$ cat config.mk
export PLATFORM = sky130hd
export DESIGN_NAME = set_cache_miss_sequencer
export DESIGN_NICKNAME = d
export VERILOG_FILES = /design/src/rtl/set_cache_miss_sequencer.sv
export SDC_FILE = /design/constraint.sdc
export NUM_CORES = 1
export LEC_CHECK = 0
export ABC_CLOCK_PERIOD_IN_PS = 2600
export CORE_UTILIZATION = 49
export DETAILED_ROUTE_END_ITERATION = 6
export GPL_TIMING_DRIVEN = 0
export PLACE_DENSITY = 0.71
export SETUP_SLACK_MARGIN = 0.3
export SLEW_MARGIN = 20
export SYNTH_ARGS = -nofsm -noshare
export SYNTH_HDL_FRONTEND = slang
export SYNTH_SLANG_ARGS = --single-unit
export TNS_END_PERCENT = 100
$ cat constraint.sdc
create_clock -name clock_i -period 2.6 [get_ports clock_i]
set_clock_uncertainty 0.1 [all_clocks]
set_input_delay 0.52 -clock clock_i [delete_from_list [all_inputs] [get_ports clock_i]]
set_output_delay 0.52 -clock clock_i [all_outputs]
set_load 0.02 [all_outputs]
$ cat src/rtl/set_cache_miss_sequencer.sv
// -----------------------------------------------------------------------------
// set_cache_miss_sequencer
//
// Purpose:
//   Sits upstream of a set-associative replacement policy controller
//   (PLRU/SRRIP). It consumes tag-lookup results and does four things:
//   - drives the policy hit/miss strobes and the block address;
//   - picks a victim (the lowest invalid way first, otherwise the policy
//     victim);
//   - runs the writeback and fill handshakes;
//   - commits the per-block valid/dirty state.
//   Block addresses are {way, group}: the way index is in the MSBs and the
//   group (set index) is in the LSBs.
//
// Ports:
//   clock_i         rising-edge clock
//   reset_i         synchronous, active-high reset
//   lookup_valid_i  lookup result valid (accepted only while lookup_ready_o)
//   lookup_hit_i    1 = hit, 0 = miss
//   lookup_we_i     access is a write (marks block dirty)
//   lookup_group_i  group of the access
//   lookup_way_i    hit way (ignored on miss)
//   lookup_tag_i    tag of the access, latched for the fill
//   lookup_ready_o  high only while idle
//   pol_hit_o       one-cycle policy update strobe
//   pol_miss_o      one-cycle policy miss strobe
//   pol_addr_o      {way,group} presented to the policy controller
//   pol_done_i      policy victim valid
//   pol_addr_i      policy victim {way,group}; only the way field is used
//   wb_req_o        writeback request, held until wb_ack_i
//   wb_addr_o       address of the block being written back
//   wb_ack_i        writeback complete
//   fill_req_o      fill request, held until fill_ack_i
//   fill_addr_o     address of the block being filled
//   fill_tag_o      latched miss tag
//   fill_ack_i      fill complete
//   done_o          one-cycle pulse when a miss has been serviced
// -----------------------------------------------------------------------------
module set_cache_miss_sequencer #(
  parameter  int CACHE_BLOCK_CAPACITY = 128,
  parameter  int CACHE_SET_SIZE       = 4,
  parameter  int BW_TAG               = 20,
  localparam int BW_CAP               = $clog2(CACHE_BLOCK_CAPACITY),
  localparam int BW_SET               = $clog2(CACHE_SET_SIZE),
  localparam int BW_GRP               = BW_CAP - BW_SET
) (
  input  logic              clock_i,
  input  logic              reset_i,
  input  logic              lookup_valid_i,
  input  logic              lookup_hit_i,
  input  logic              lookup_we_i,
  input  logic [BW_GRP-1:0] lookup_group_i,
  input  logic [BW_SET-1:0] lookup_way_i,
  input  logic [BW_TAG-1:0] lookup_tag_i,
  output logic              lookup_ready_o,
  output logic              pol_hit_o,
  output logic              pol_miss_o,
  output logic [BW_CAP-1:0] pol_addr_o,
  input  logic              pol_done_i,
  input  logic [BW_CAP-1:0] pol_addr_i,
  output logic              wb_req_o,
  output logic [BW_CAP-1:0] wb_addr_o,
  input  logic              wb_ack_i,
  output logic              fill_req_o,
  output logic [BW_CAP-1:0] fill_addr_o,
  output logic [BW_TAG-1:0] fill_tag_o,
  input  logic              fill_ack_i,
  output logic              done_o
);

  typedef enum logic [2:0] {
    ST_IDLE      = 3'd0,
    ST_VICTIM    = 3'd1,
    ST_WRITEBACK = 3'd2,
    ST_FILL      = 3'd3,
    ST_COMMIT    = 3'd4
  } state_t;

  state_t state_q, state_d;

  // Per-block state, indexed by {way, group}.
  logic [CACHE_BLOCK_CAPACITY-1:0] valid_q;
  logic [CACHE_BLOCK_CAPACITY-1:0] dirty_q;

  // Miss context latched when the miss is accepted.
  logic [BW_GRP-1:0] grp_q,    grp_d;
  logic [BW_TAG-1:0] tag_q,    tag_d;
  logic              we_q,     we_d;
  logic [BW_SET-1:0] victim_q, victim_d;

  // Registered outputs.
  logic              ready_q,     ready_d;
  logic              pol_hit_q,   pol_hit_d;
  logic              pol_miss_q,  pol_miss_d;
  logic [BW_CAP-1:0] pol_addr_q,  pol_addr_d;
  logic              wb_req_q,    wb_req_d;
  logic [BW_CAP-1:0] wb_addr_q,   wb_addr_d;
  logic              fill_req_q,  fill_req_d;
  logic [BW_CAP-1:0] fill_addr_q, fill_addr_d;
  logic              done_q,      done_d;

  // Array update controls.
  logic              set_dirty_s;
  logic [BW_CAP-1:0] dirty_addr_s;
  logic              commit_s;
  logic              victim_go_s;

  // Invalid-way search within the latched group.
  logic              any_inv_s;
  logic [BW_SET-1:0] inv_way_s;

  // Only the way field of the policy victim is used; the latched group wins.
  logic unused_pol_grp_s;
  assign unused_pol_grp_s = ^pol_addr_i[BW_GRP-1:0];

  // Find the lowest-index invalid way of the latched group. Scan from the top so the lowest index is written last.
  always_comb begin
    any_inv_s = 1'b0;
    inv_way_s = {BW_SET{1'b0}};
    for (int w = CACHE_SET_SIZE - 1; w >= 0; w--) begin
      if (!valid_q[{w[BW_SET-1:0], grp_q}]) begin
        any_inv_s = 1'b1;
        inv_way_s = w[BW_SET-1:0];
      end else begin
        any_inv_s = any_inv_s;
      end
    end
  end

  // Next-state and next-output logic for the miss sequencer FSM.
  always_comb begin
    state_d      = state_q;
    grp_d        = grp_q;
    tag_d        = tag_q;
    we_d         = we_q;
    victim_d     = victim_q;
    pol_hit_d    = 1'b0;
    pol_miss_d   = 1'b0;
    pol_addr_d   = pol_addr_q;
    wb_req_d     = 1'b0;
    wb_addr_d    = wb_addr_q;
    fill_req_d   = 1'b0;
    fill_addr_d  = fill_addr_q;
    done_d       = 1'b0;
    set_dirty_s  = 1'b0;
    dirty_addr_s = {lookup_way_i, lookup_group_i};
    commit_s     = 1'b0;
    victim_go_s  = 1'b0;

    case (state_q)
      ST_IDLE: begin
        if (lookup_valid_i) begin
          if (lookup_hit_i) begin
            pol_hit_d   = 1'b1;
            pol_addr_d  = {lookup_way_i, lookup_group_i};
            set_dirty_s = lookup_we_i;
          end else begin
            grp_d      = lookup_group_i;
            tag_d      = lookup_tag_i;
            we_d       = lookup_we_i;
            pol_miss_d = 1'b1;
            pol_addr_d = {{BW_SET{1'b0}}, lookup_group_i};
            state_d    = ST_VICTIM;
          end
        end else begin
          state_d = ST_IDLE;
        end
      end

      ST_VICTIM: begin
        // An empty way always wins over the policy, even if pol_done_i is also high.
        if (any_inv_s) begin
          victim_d    = inv_way_s;
          victim_go_s = 1'b1;
        end else if (pol_done_i) begin
          victim_d    = pol_addr_i[BW_CAP-1 -: BW_SET];
          victim_go_s = 1'b1;
        end else begin
          victim_go_s = 1'b0;
        end

        if (victim_go_s) begin
          if (valid_q[{victim_d, grp_q}] && dirty_q[{victim_d, grp_q}]) begin
            state_d   = ST_WRITEBACK;
            wb_req_d  = 1'b1;
            wb_addr_d = {victim_d, grp_q};
          end else begin
            state_d     = ST_FILL;
            fill_req_d  = 1'b1;
            fill_addr_d = {victim_d, grp_q};
          end
        end else begin
          state_d = ST_VICTIM;
        end
      end

      ST_WRITEBACK: begin
        if (wb_ack_i && wb_req_q) begin
          state_d     = ST_FILL;
          fill_req_d  = 1'b1;
          fill_addr_d = {victim_q, grp_q};
        end else begin
          wb_req_d = 1'b1;
        end
      end

      ST_FILL: begin
        if (fill_ack_i && fill_req_q) begin
          // Entering COMMIT: the new line is reported as a hit so the policy makes it MRU.
          state_d    = ST_COMMIT;
          pol_hit_d  = 1'b1;
          pol_addr_d = {victim_q, grp_q};
          done_d     = 1'b1;
        end else begin
          fill_req_d = 1'b1;
        end
      end

      ST_COMMIT: begin
        commit_s = 1'b1;
        state_d  = ST_IDLE;
      end

      default: begin
        state_d = ST_IDLE;
      end
    endcase

    ready_d = (state_d == ST_IDLE);
  end

  // FSM state, latched miss context and registered outputs.
  always_ff @(posedge clock_i) begin
    if (reset_i) begin
      state_q     <= ST_IDLE;
      grp_q       <= {BW_GRP{1'b0}};
      tag_q       <= {BW_TAG{1'b0}};
      we_q        <= 1'b0;
      victim_q    <= {BW_SET{1'b0}};
      ready_q     <= 1'b1;
      pol_hit_q   <= 1'b0;
      pol_miss_q  <= 1'b0;
      pol_addr_q  <= {BW_CAP{1'b0}};
      wb_req_q    <= 1'b0;
      wb_addr_q   <= {BW_CAP{1'b0}};
      fill_req_q  <= 1'b0;
      fill_addr_q <= {BW_CAP{1'b0}};
      done_q      <= 1'b0;
    end else begin
      state_q     <= state_d;
      grp_q       <= grp_d;
      tag_q       <= tag_d;
      we_q        <= we_d;
      victim_q    <= victim_d;
      ready_q     <= ready_d;
      pol_hit_q   <= pol_hit_d;
      pol_miss_q  <= pol_miss_d;
      pol_addr_q  <= pol_addr_d;
      wb_req_q    <= wb_req_d;
      wb_addr_q   <= wb_addr_d;
      fill_req_q  <= fill_req_d;
      fill_addr_q <= fill_addr_d;
      done_q      <= done_d;
    end
  end

  // Valid/dirty arrays: write hits mark dirty, commits install the filled line.
  always_ff @(posedge clock_i) begin
    if (reset_i) begin
      valid_q <= {CACHE_BLOCK_CAPACITY{1'b0}};
      dirty_q <= {CACHE_BLOCK_CAPACITY{1'b0}};
    end else if (set_dirty_s) begin
      dirty_q[dirty_addr_s] <= 1'b1;
    end else if (commit_s) begin
      valid_q[{victim_q, grp_q}] <= 1'b1;
      dirty_q[{victim_q, grp_q}] <= we_q;
    end else begin
      valid_q <= valid_q;
      dirty_q <= dirty_q;
    end
  end

  assign lookup_ready_o = ready_q;
  assign pol_hit_o      = pol_hit_q;
  assign pol_miss_o     = pol_miss_q;
  assign pol_addr_o     = pol_addr_q;
  assign wb_req_o       = wb_req_q;
  assign wb_addr_o      = wb_addr_q;
  assign fill_req_o     = fill_req_q;
  assign fill_addr_o    = fill_addr_q;
  assign fill_tag_o     = tag_q;
  assign done_o         = done_q;

endmodule
* Yosys cells after proc, flatten, opt, wreduce, memory -nomap -nowiden
Index checks and enable logic that the tools add are counted.
** Cells by class
- Magnitude comparators :: 9
- Equal/unequal tests :: 9
- Multiplexer cells :: 66
- Bitwise logic cells :: 7
- Reductions and logical operators :: 17
** Operators with widths (number)
- 2-to-1 mux 128 bit :: 2
- bitwise OR 128 bit :: 2
- bitwise mux 128 bit :: 1
- 2-to-1 mux 7 bit :: 6
- less-than comparator 7 x 8 -> 1 bit, second input constant :: 5
- 2-to-1 mux 1 bit :: 31
- case mux 7 bit (2 select lines) :: 2
- binary-select mux 1 bit (select 5 bit) :: 4
- 2-to-1 mux 3 bit :: 5
- binary-select mux 1 bit (select 7 bit) :: 2
- demux 1 bit (select 7 bit) :: 2
- greater-or-equal comparator 7 x 1 -> 1 bit, second input constant :: 2
- 2-to-1 mux 2 bit :: 7
- case mux 3 bit (4 select lines) :: 1
- inequality test 2 bit, second input constant :: 5
- AND reduction 3 bit :: 3
- less-than comparator 5 x 8 -> 1 bit, second input constant :: 1
- less-than comparator 6 x 8 -> 1 bit, second input constant :: 1
- == test 3 x 2 -> 1 bit, second input constant :: 2
- logical NOT 3 bit :: 2
- nonzero test 2 bit :: 3
- logical AND 1 bit :: 5
- NOT 1 bit :: 5
- case mux 1 bit (2 select lines) :: 2
- other kinds (7) :: 7
** Storage, ports and cells
- Register bits :: 314
- Input bits :: 42
- Output and inout port bits :: 47
- Logic and storage cells :: 124

* Depth between registers and ports, before layout
Gate-level depths: netlist (run 1).
- Word-level depth :: 15
- Mapped depth :: 13
- Gate-level depth less buffers :: 9

* Least setup slack after synthesis (run 1)
No wires, ideal clock.
- Path kind :: reg2reg
- From :: register grp_q[0]
- To :: register fill_addr_q[5] (netlist: fill_addr_o[5])
- Library setup time :: 116 ps
- Arrival time :: 2637 ps
- Data required time :: 2384 ps
- Setup slack :: -253 ps
- Cell stages (with the launch flop) :: 12
- Buffers on the path :: 3
- Period minus slack after synthesis :: 2853 ps
- Cells stage by stage :: dfxtp_1 -> buf_6 -> buf_12 -> buf_8 -> mux4_2 -> mux4_2 -> or2_1 -> nand3_1 -> o32ai_1 -> o21ai_1 -> nand2_2 -> o211a_1
** Between the ends
- Longest elaborated chain between the ends :: 13
- Elaborated cells on any way between the ends :: 31
- Classes of those cells :: eq/ne (2); mux (27); reduce/logical (2)
** Ends and longest elaborated chain
- start, declared :: line 86 : logic [BW_GRP-1:0] grp_q, grp_d;
- start signal, assigned :: line 236 : grp_q <= {BW_GRP{1'b0}};
- start signal, assigned :: line 251 : grp_q <= grp_d;
- binary-select mux 1 bit (select 5 bit) :: line 121 : if (!valid_q[{w[BW_SET-1:0], grp_q}]) begin
- 2-to-1 mux 1 bit (implied by the code) :: line 121
- 2-to-1 mux 2 bit / 2-to-1 mux 1 bit (equally long branches) (4 in series) :: line 121
- 2-to-1 mux 2 bit :: line 172 : if (any_inv_s) begin
- 2-to-1 mux 2 bit :: line 150 : case (state_q)
- binary-select mux 1 bit (select 7 bit) :: line 183 : if (valid_q[{victim_d, grp_q}] && dirty_q[{victim_d, grp_q}]) begin
- 2-to-1 mux 1 bit (implied by the code) :: line 183
- logical AND 1 bit :: line 183
- inequality test 2 bit (no line)
- AND reduction 4 bit (no line)
- end signal, assigned :: line 247 : fill_addr_q <= {BW_CAP{1'b0}};
- end signal, assigned :: line 262 : fill_addr_q <= fill_addr_d;
- end, declared :: line 99 : logic [BW_CAP-1:0] fill_addr_q, fill_addr_d;
Parallel ways exist; a longest one is shown, timed or not. The select of a mux whose other input is x is not followed.
A chain may end at the register's enable or synchronous reset.

* Final worst setup path (run 1)
- From :: register grp_q[4]
- To :: register wb_addr_q[5] (netlist: wb_addr_o[5])
** Between the ends
- Longest elaborated chain between the ends :: 12
- Elaborated cells on any way between the ends :: 26
- Classes of those cells :: mux (24); reduce/logical (2)
** Ends and longest elaborated chain
- binary-select mux 1 bit (select 5 bit) :: line 121
- 2-to-1 mux 1 bit (implied by the code) :: line 121
- 2-to-1 mux 2 bit / 2-to-1 mux 1 bit (equally long branches) (4 in series) :: line 121
- 2-to-1 mux 2 bit :: line 172
- 2-to-1 mux 2 bit :: line 150
- binary-select mux 1 bit (select 7 bit) :: line 183
- 2-to-1 mux 1 bit (implied by the code) :: line 183
- logical AND 1 bit :: line 183
- AND reduction 3 bit (no line)
- end signal, assigned :: line 245 : wb_addr_q <= {BW_CAP{1'b0}};
- end signal, assigned :: line 260 : wb_addr_q <= wb_addr_d;
- end, declared :: line 97 : logic [BW_CAP-1:0] wb_addr_q, wb_addr_d;
Parallel ways exist; a longest one is shown, timed or not. The select of a mux whose other input is x is not followed.

==> run_results.csv, run 1 <==
group,metric,value,unit
run_status,status,"finished with violations",
run_status,violations,"setup timing",
synthesis,ys.flop_type,"dfxtp_1",
global_routing,grtUsageTotal,41.9,%
floorplan,start_util,50.3,%
sta,finalHoldViolations,0,
clock_network,cts_buffers,35,
synthesis,yosysWarnings,0,
synthesis,ys_seq_elements,314,
sta,setup_viol,30,
synthesis,netlist_area,14600,µm²
sta,hold_ws,0.352,ns
power_and_ir_drop,finalPower,11.7,mW
sta,final.min_clock_period,3.38,ns
final_layout,antenna_cells,0,
detailed_routing,first_iter_violations,2184,
detailed_routing,wl_met3,8620,µm
clock_network,insertion_delay,0.54,ns
worst_setup_path,crit_path_max_fanout,9,
worst_setup_path,arrival,3.73,ns
detailed_routing,drc,0,
final_layout,area_delta_synth_final,41.3,%
detailed_routing,wl_per_cell,28.3,µm
worst_setup_path,crit_required,2.95,ns
sta,rsz0062_at_grt,"yes",
final_layout,nNetsFinal,2017,
sta,worst_slack,-0.784,ns
power_and_ir_drop,powerDensity,569,nW/µm²
worst_hold_path,min_from,"valid_q[110]",
final_layout,stdcell_count,2383,
worst_hold_path,hold_class,"flop to flop",
worst_setup_path,path_cells,"clkbuf_2 > inv_4 > nand2_2 > a2111oi_2 > a31oi_1 > a31o_4 > o31ai_4 > a21oi_4 > or4_4 > o21ai_2",
detailed_routing,drtPass1Iterations,6,
sta,max_freq,296,MHz
sta,slew_headroom,24.7,%
place,place_congestion,0.992,
detailed_routing,wl_met1,24600,µm
worst_setup_path,reg2reg_from,"grp_q[4]",
clock_network,clk_pin_slew,0.06,ns
floorplan,num_io_pins,89,
floorplan,die-area,30400,µm²
power_and_ir_drop,vdd_ir_drop_max,0.492,mV
floorplan,die-height,174,µm
worst_setup_path,endpoint_kind,"flop",
synthesis,ys_async_sr_fraction,0,%
worst_setup_path,start_kind,"flop",
synthesis,synthDistinctLibCells,75,
floorplan,num_rows,62,
synthesis,yosys.area.top_type,"dfxtp_1",
worst_setup_path,rr_worst_depth,10,
global_routing,gr-total-overflow,0,
clock_network,cts.sinks,314,
sta,finalCritPeriodShare,130,%
worst_setup_path,critical_path_buf_inv_count,2,
detailed_routing,viasPerCell,6.74,
global_routing,antenna_found_initial,1,
place,dp_cells,2199,
worst_setup_path,critPathMaxStageDelay,0.54,ns
sta,slew_violations,0,
worst_setup_path,worst-setup-path-type,"flop to flop",
worst_hold_path,min_to,"valid_q[110]",
floorplan,dieWidth,174,µm
detailed_routing,vias,16100,
synthesis,synth_area_per_cell,8.38,µm²
global_routing,grt_pass1_vias,14700,
worst_hold_path,hold_depth,2,
sta,final.setup.tns,-11.47,ns
global_routing,grt_pass1_wl,94300,µm
place,io_buffers,79,
clock_network,clock_path_buffers,3,
power_and_ir_drop,power_leakage,7.05,nW
detailed_routing,met2_length,28600,µm
clock_network,cts-htree-levels,2,
final_layout,drive_gt1_share,27.8,%
worst_setup_path,r2r-end,"wb_addr_o[5]",
job,cap_violations,0,
floorplan,fp.coreArea,28900,µm²
clock_network,cts_tree,"built",
synthesis,seq_area_frac_synth,43.2,%
detailed_routing,ant_nets,0,
sta,worst_pin_slew,1.13,ns
synthesis,postSynthNetCount,1778,
final_layout,post-route-util,71.1,%
global_routing,grt_max_degree,14,
synthesis,synthTopCellsByArea,"dfxtp_1, nor2_1, a21oi_1",
place,hpwl,43600,µm
worst_setup_path,slowest_stage,"or4_4",
worst_setup_path,cp_top_family,"compound AO/OA/AOI/OAI gates",
clock_network,root_buffer,"clkbuf_16",
synthesis,synth-edff-count,0,
synthesis,yosysTopAreaCellShare,43.2,%
detailed_routing,highest_layer,"met4",
detailed_routing,routed_wl,67300,µm
worst_setup_path,rrSetupSlack,-0.78,ns
synthesis,syn_inst,1736,
==> kinds of logic after synthesis <==
| family | Yosys count | share of synthesized area (%) |
|---|---|---|
| buffers and inverters | 162 | 5.16 |
| AO/OA/AOI/OAI | 518 | 23.2 |
| AND/OR/NAND/NOR | 633 | 18.7 |
| flip-flops | 314 | 43.2 |
| multiplexers | 109 | 9.77 |
==> power by group <==
| group | leakage (nW) | total (mW) | internal [mW] | switching [mW] |
|---|---|---|---|---|
| logic | 3.94 | 1.68 | 0.639 | 1.04 |
| clock network | 0.572 | 5.12 | 3.02 | 2.10 |
| registers | 2.54 | 4.90 | 4.87 | 0.0359 |
| total | 7.05 | 11.7 | 8.53 | 3.18 |
==> layer usage <==
layer | track usage [%] | up-vias
li1 | - | 6810
met1 | 53.0 | 7684
met2 | 63.3 | 1184
met3 | 10.6 | 385
met4 | 27.3 | 0
met5 | 0.160 | -
==> cell usage in the layout, fill, tap and decap left out, drive strengths merged, types with 4 or more instances in the layout <==
| master | n |
|---|---|
| mux2 | 14 |
| a211oi | 27 |
| a21o | 4 |
| mux2i | 70 |
| a22oi | 20 |
| mux4 | 25 |
| o21ai | 82 |
| a221oi | 8 |
| clkinv | 9 |
| and3 | 11 |
| o311a | 64 |
| clkbuf | 155 |
| nor2b | 11 |
| nor3 | 74 |
| nand3b | 5 |
| a21oi | 222 |
| nand2b | 10 |
| dfxtp | 314 |
| nor2 | 301 |
| buf | 167 |
| inv | 10 |
| nand2 | 150 |
| nor4 | 5 |
| clkdlybuf4s50 | 79 |
| a31oi | 5 |
| nand3 | 39 |
| o221ai | 5 |
| a311oi | 7 |
| and2 | 7 |
| o32ai | 13 |
| o22ai | 35 |
| nor3b | 4 |
| or3 | 5 |
==> cell type report <==
class,count,area [µm²]
Buffer,150,1390
Clock buffer,49,1010
Clock inverter,12,153
Fill cell,2209,8360
Inverter,12,63.8
Multi-Input combinational cell,1260,9050
Sequential cell,314,6300
Tap cell,384,480
Timing Repair Buffer,202,2130
==> state kept, by name, summed over array words and instances (netlist names), 2 cells and up <==
register,flops
valid_q,128
state_q,3
victim_q,2
pol_addr_o,7
dirty_q,128
fill_addr_o,7
fill_tag_o,20
wb_addr_o,7
grp_q,5
==> tightest hold or removal path: stages, from the launching register on <==
cell and delay (ns):
dfxtp_1 0.31, inv_1 0.05, a21oi_1 0.05
==> worst max-delay path by stage <==
stage	endpoint	startpoint	depth (start not counted)
2_1_floorplan	fill_addr_o[5]	grp_q[0]	11
3_3_place_gp	wb_addr_o[5]	grp_q[1]	11
3_5_place_dp	wb_addr_o[5]	grp_q[1]	11
4_1_cts	wb_addr_o[5]	grp_q[0]	12
5_1_grt	wb_addr_o[5]	grp_q[4]	10
6_report	wb_addr_o[5]	grp_q[4]	10
==> cells in the mapped netlist, types with 20 or more instances <==
cell type	instances
a22oi_1	20
o21ai_0	76
o22ai_1	33
nor2_1	301
nand2_1	149
a21oi_1	221
mux4_2	25
dfxtp_1	314
nand3_1	39
nor3_1	74
a211oi_1	26
clkbuf_1	118
o311a_1	64
mux2i_1	70
==> stage by stage <==
stage / setup WS, ns / area, µm²
2_1_floorplan: -0.251 / 14600
3_3_place_gp: -1.64 / 15900
3_5_place_dp: -1.67 / 15900
4_1_cts: -0.593 / 18900
5_1_grt: -0.794 / 20600
6_report: -0.784 / 20600
==> timing repair <==
action | CTS | global route
pin swaps | 36 | 94
resized for setup | 347 | 290
setup buffers | 53 | 56
hold buffers | 0 | 0
setup endpoints to repair | 299 | 193
gates cloned | 6 | 8
No activity file was read; power rests on OpenSTA's default activity.
==> run 2: changes to the inputs <==
--- a/config.mk
+++ b/config.mk
@@ -5,7 +5,6 @@
 export SDC_FILE = /design/constraint.sdc
 export NUM_CORES = 1
 export LEC_CHECK = 0
-export ABC_CLOCK_PERIOD_IN_PS = 2600
 export CORE_UTILIZATION = 49
 export DETAILED_ROUTE_END_ITERATION = 6
 export GPL_TIMING_DRIVEN = 0
==> results of run 2 <==
Same layout as run 1: the final DEF is identical, and so are final timing and power.
==> run 3: changes to the inputs <==
--- a/config.mk
+++ b/config.mk
@@ -5,6 +5,7 @@
 export SDC_FILE = /design/constraint.sdc
 export NUM_CORES = 1
 export LEC_CHECK = 0
+export CORE_ASPECT_RATIO = 0.5
 export CORE_UTILIZATION = 49
 export DETAILED_ROUTE_END_ITERATION = 6
 export GPL_TIMING_DRIVEN = 0
==> run_results.csv, run 3 (synthesis gave the netlist of run 1 again) <==
group,metric,value,unit
sta,setup_viol,21,
floorplan,dieWidth,246,µm
final_layout,drive_gt1_share,21.0,%
global_routing,grt_use_met3,17.6,%
power_and_ir_drop,swShare,27.9,%
power_and_ir_drop,pwr-share-comb,13.9,%
global_routing,grt_max_degree,16,
worst_setup_path,worst-setup-path-type,"flop to flop",
final_layout,nNetsFinal,1969,
global_routing,top_usage_layer,"met2",
clock_network,insertion_delay,0.60,ns
clock_network,clock_path_buffers,3,
worst_setup_path,arrival,3.68,ns
global_routing,grt_pass1_wl,92400,µm
global_routing,grt_use_met1,53.9,%
worst_setup_path,cp_top_family,"compound AO/OA/AOI/OAI gates",
global_routing,grtUsageTotal,41.5,%
worst_setup_path,slowest_stage,"or4_1",
detailed_routing,drc,7,
power_and_ir_drop,clkPwrFrac,41.2,%
clock_network,cts-htree-levels,1,
worst_hold_path,hold_class,"input pin to flop",
sta,slew_violations,0,
floorplan,num_rows,44,
power_and_ir_drop,power_leakage,6.58,nW
sta,final.min_clock_period,3.26,ns
global_routing,gr-usage-met2,57.7,%
final_layout,antenna_cells,0,
floorplan,die-height,124,µm
sta,final.setup.tns,-10.20,ns
detailed_routing,vias,15900,
detailed_routing,drtPass1Iterations,7,
worst_setup_path,start_kind,"flop",
sta,hold_ws,0.299,ns
clock_network,root_buffer,"clkbuf_16",
power_and_ir_drop,finalPower,10.9,mW
worst_setup_path,crit_required,3.02,ns
sta,slew_headroom,39.3,%
clock_network,cts_buffers,29,
sta,finalHoldViolations,0,
clock_network,cts_tree,"built",
floorplan,start_util,50.0,%
detailed_routing,viasPerCell,6.82,
place,hpwl,42100,µm
sta,rsz0062_at_grt,"yes",
worst_setup_path,critPathMaxStageDelay,0.52,ns
clock_network,hold_buffers,0,
detailed_routing,routed_wl,65400,µm
sta,max_freq,307,MHz
sta,worst_slack,-0.659,ns
power_and_ir_drop,p_int,7.88,mW
final_layout,area_delta_synth_final,31.8,%
final_layout,final_common_cell,"dfxtp_1",
worst_setup_path,worst_path_most_repeated_cell,"buf_12",
worst_setup_path,crit_path_max_fanout,7,
power_and_ir_drop,power_switching,3.05,mW
clock_network,cts.sinks,314,
sta,worst_pin_slew,0.911,ns
detailed_routing,wl_per_cell,27.9,µm
global_routing,grt_pass1_vias,14200,
floorplan,die-area,30400,µm²
detailed_routing,first_iter_violations,2865,
worst_setup_path,endpoint_kind,"flop",
run_status,status,"finished with violations",
floorplan,num_io_pins,89,
job,cap_violations,0,
worst_setup_path,critical_path_buf_inv_count,3,
power_and_ir_drop,seq_power_share,44.9,%
place,io_buffers,79,
power_and_ir_drop,powerDensity,570,nW/µm²
final_layout,mostFrequentLayoutCells,"dfxtp_1, nor2_1, a21oi_1",
power_and_ir_drop,vdd_ir_drop_max,0.546,mV
global_routing,gr-total-overflow,0,
worst_setup_path,path_cells,"buf_12 > buf_12 > buf_12 > mux2i_1 > a221oi_2 > o211a_1 > o32a_1 > o211ai_1 > a2111oi_4 > a21oi_4 > or4_1 > o21ai_1",
place,place_congestion,1.07,
run_status,violations,"DRC, setup timing",
detailed_routing,ant_nets,0,
clock_network,clk_pin_slew,0.07,ns
floorplan,fp.coreArea,29100,µm²
global_routing,antenna_found_initial,0,
sta,finalCritPeriodShare,125,%
==> run 3: final cells by class <==
cell class              count  area, µm²
multi-input cells        1260       8470
clock buffers              39        803
clock inverters            13        155
inverters                  12       52.6
well taps                 391        489
plain buffers             150       1290
fillers                  2374       9940
flip-flops and latches    314       6290
repair buffers            160       1630
==> run 3: worst paths after layout <==
| kind | startpoint | end | slack, ns | cells after the start |
|---|---|---|---|---|
| setup reg to reg | grp_q[0] | wb_addr_o[5] | -0.66 | 12 |
| setup / recovery | grp_q[0] | wb_addr_o[5] | -0.66 | 12 |
| hold reg to reg | valid_q[122] | valid_q[122] | 0.34 | 2 |
| hold / removal | lookup_group_i[3] | grp_q[3] | 0.30 | 3 |
==> run 3: worst reg2reg max path, delay by kind of cell (launching register included) <==
kind / cells / cell delay [ns]
buffers and inverters: 3 / 0.52
flip-flops: 1 / 0.34
AO/OA/AOI/OAI: 7 / 1.63
AND/OR/NAND/NOR: 1 / 0.52
multiplexers: 1 / 0.10
==> run 3: layer usage <==
metal	vias up	wire, µm
met1	7581	24800
met3	345	10600
met4	2	4290
li1	6693	-
met5	-	84
met2	1328	25600
==> run 3: what timing repair did <==
action | CTS | global route
buffers inserted | 44 | 25
resized for setup | 290 | 170
setup endpoints to repair | 298 | 232
pin swaps | 34 | 33
gates cloned | 10 | 2
==> run 3: power groups by stage <==
stage / Clock [mW] / Combinational, mW / Sequential [mW]
global placement: 0 / 1.14 / 5.01
CTS: 4.46 / 1.36 / 4.90
finish: 4.50 / 1.52 / 4.91
detailed placement: 0 / 1.14 / 5.01
global route: 4.65 / 1.54 / 4.91
floorplan: 0 / 0.595 / 5.06
==> run 3: metrics by stage <==
| stage | util [%] | instance area (µm²) | cells | worst slack (ns) |
|---|---|---|---|---|
| 6_report | 65.9 | 19200 | 2339 | -0.659 |
| 5_1_grt | 65.9 | 19200 | 2339 | -0.635 |
| 4_1_cts | 63.1 | 18400 | 2312 | -0.512 |
| 3_5_place_dp | 54.5 | 15900 | 2206 | -1.51 |
| 3_3_place_gp | 54.5 | 15900 | 2206 | -1.43 |
| 2_1_floorplan | - | 14600 | 1736 | -0.251 |
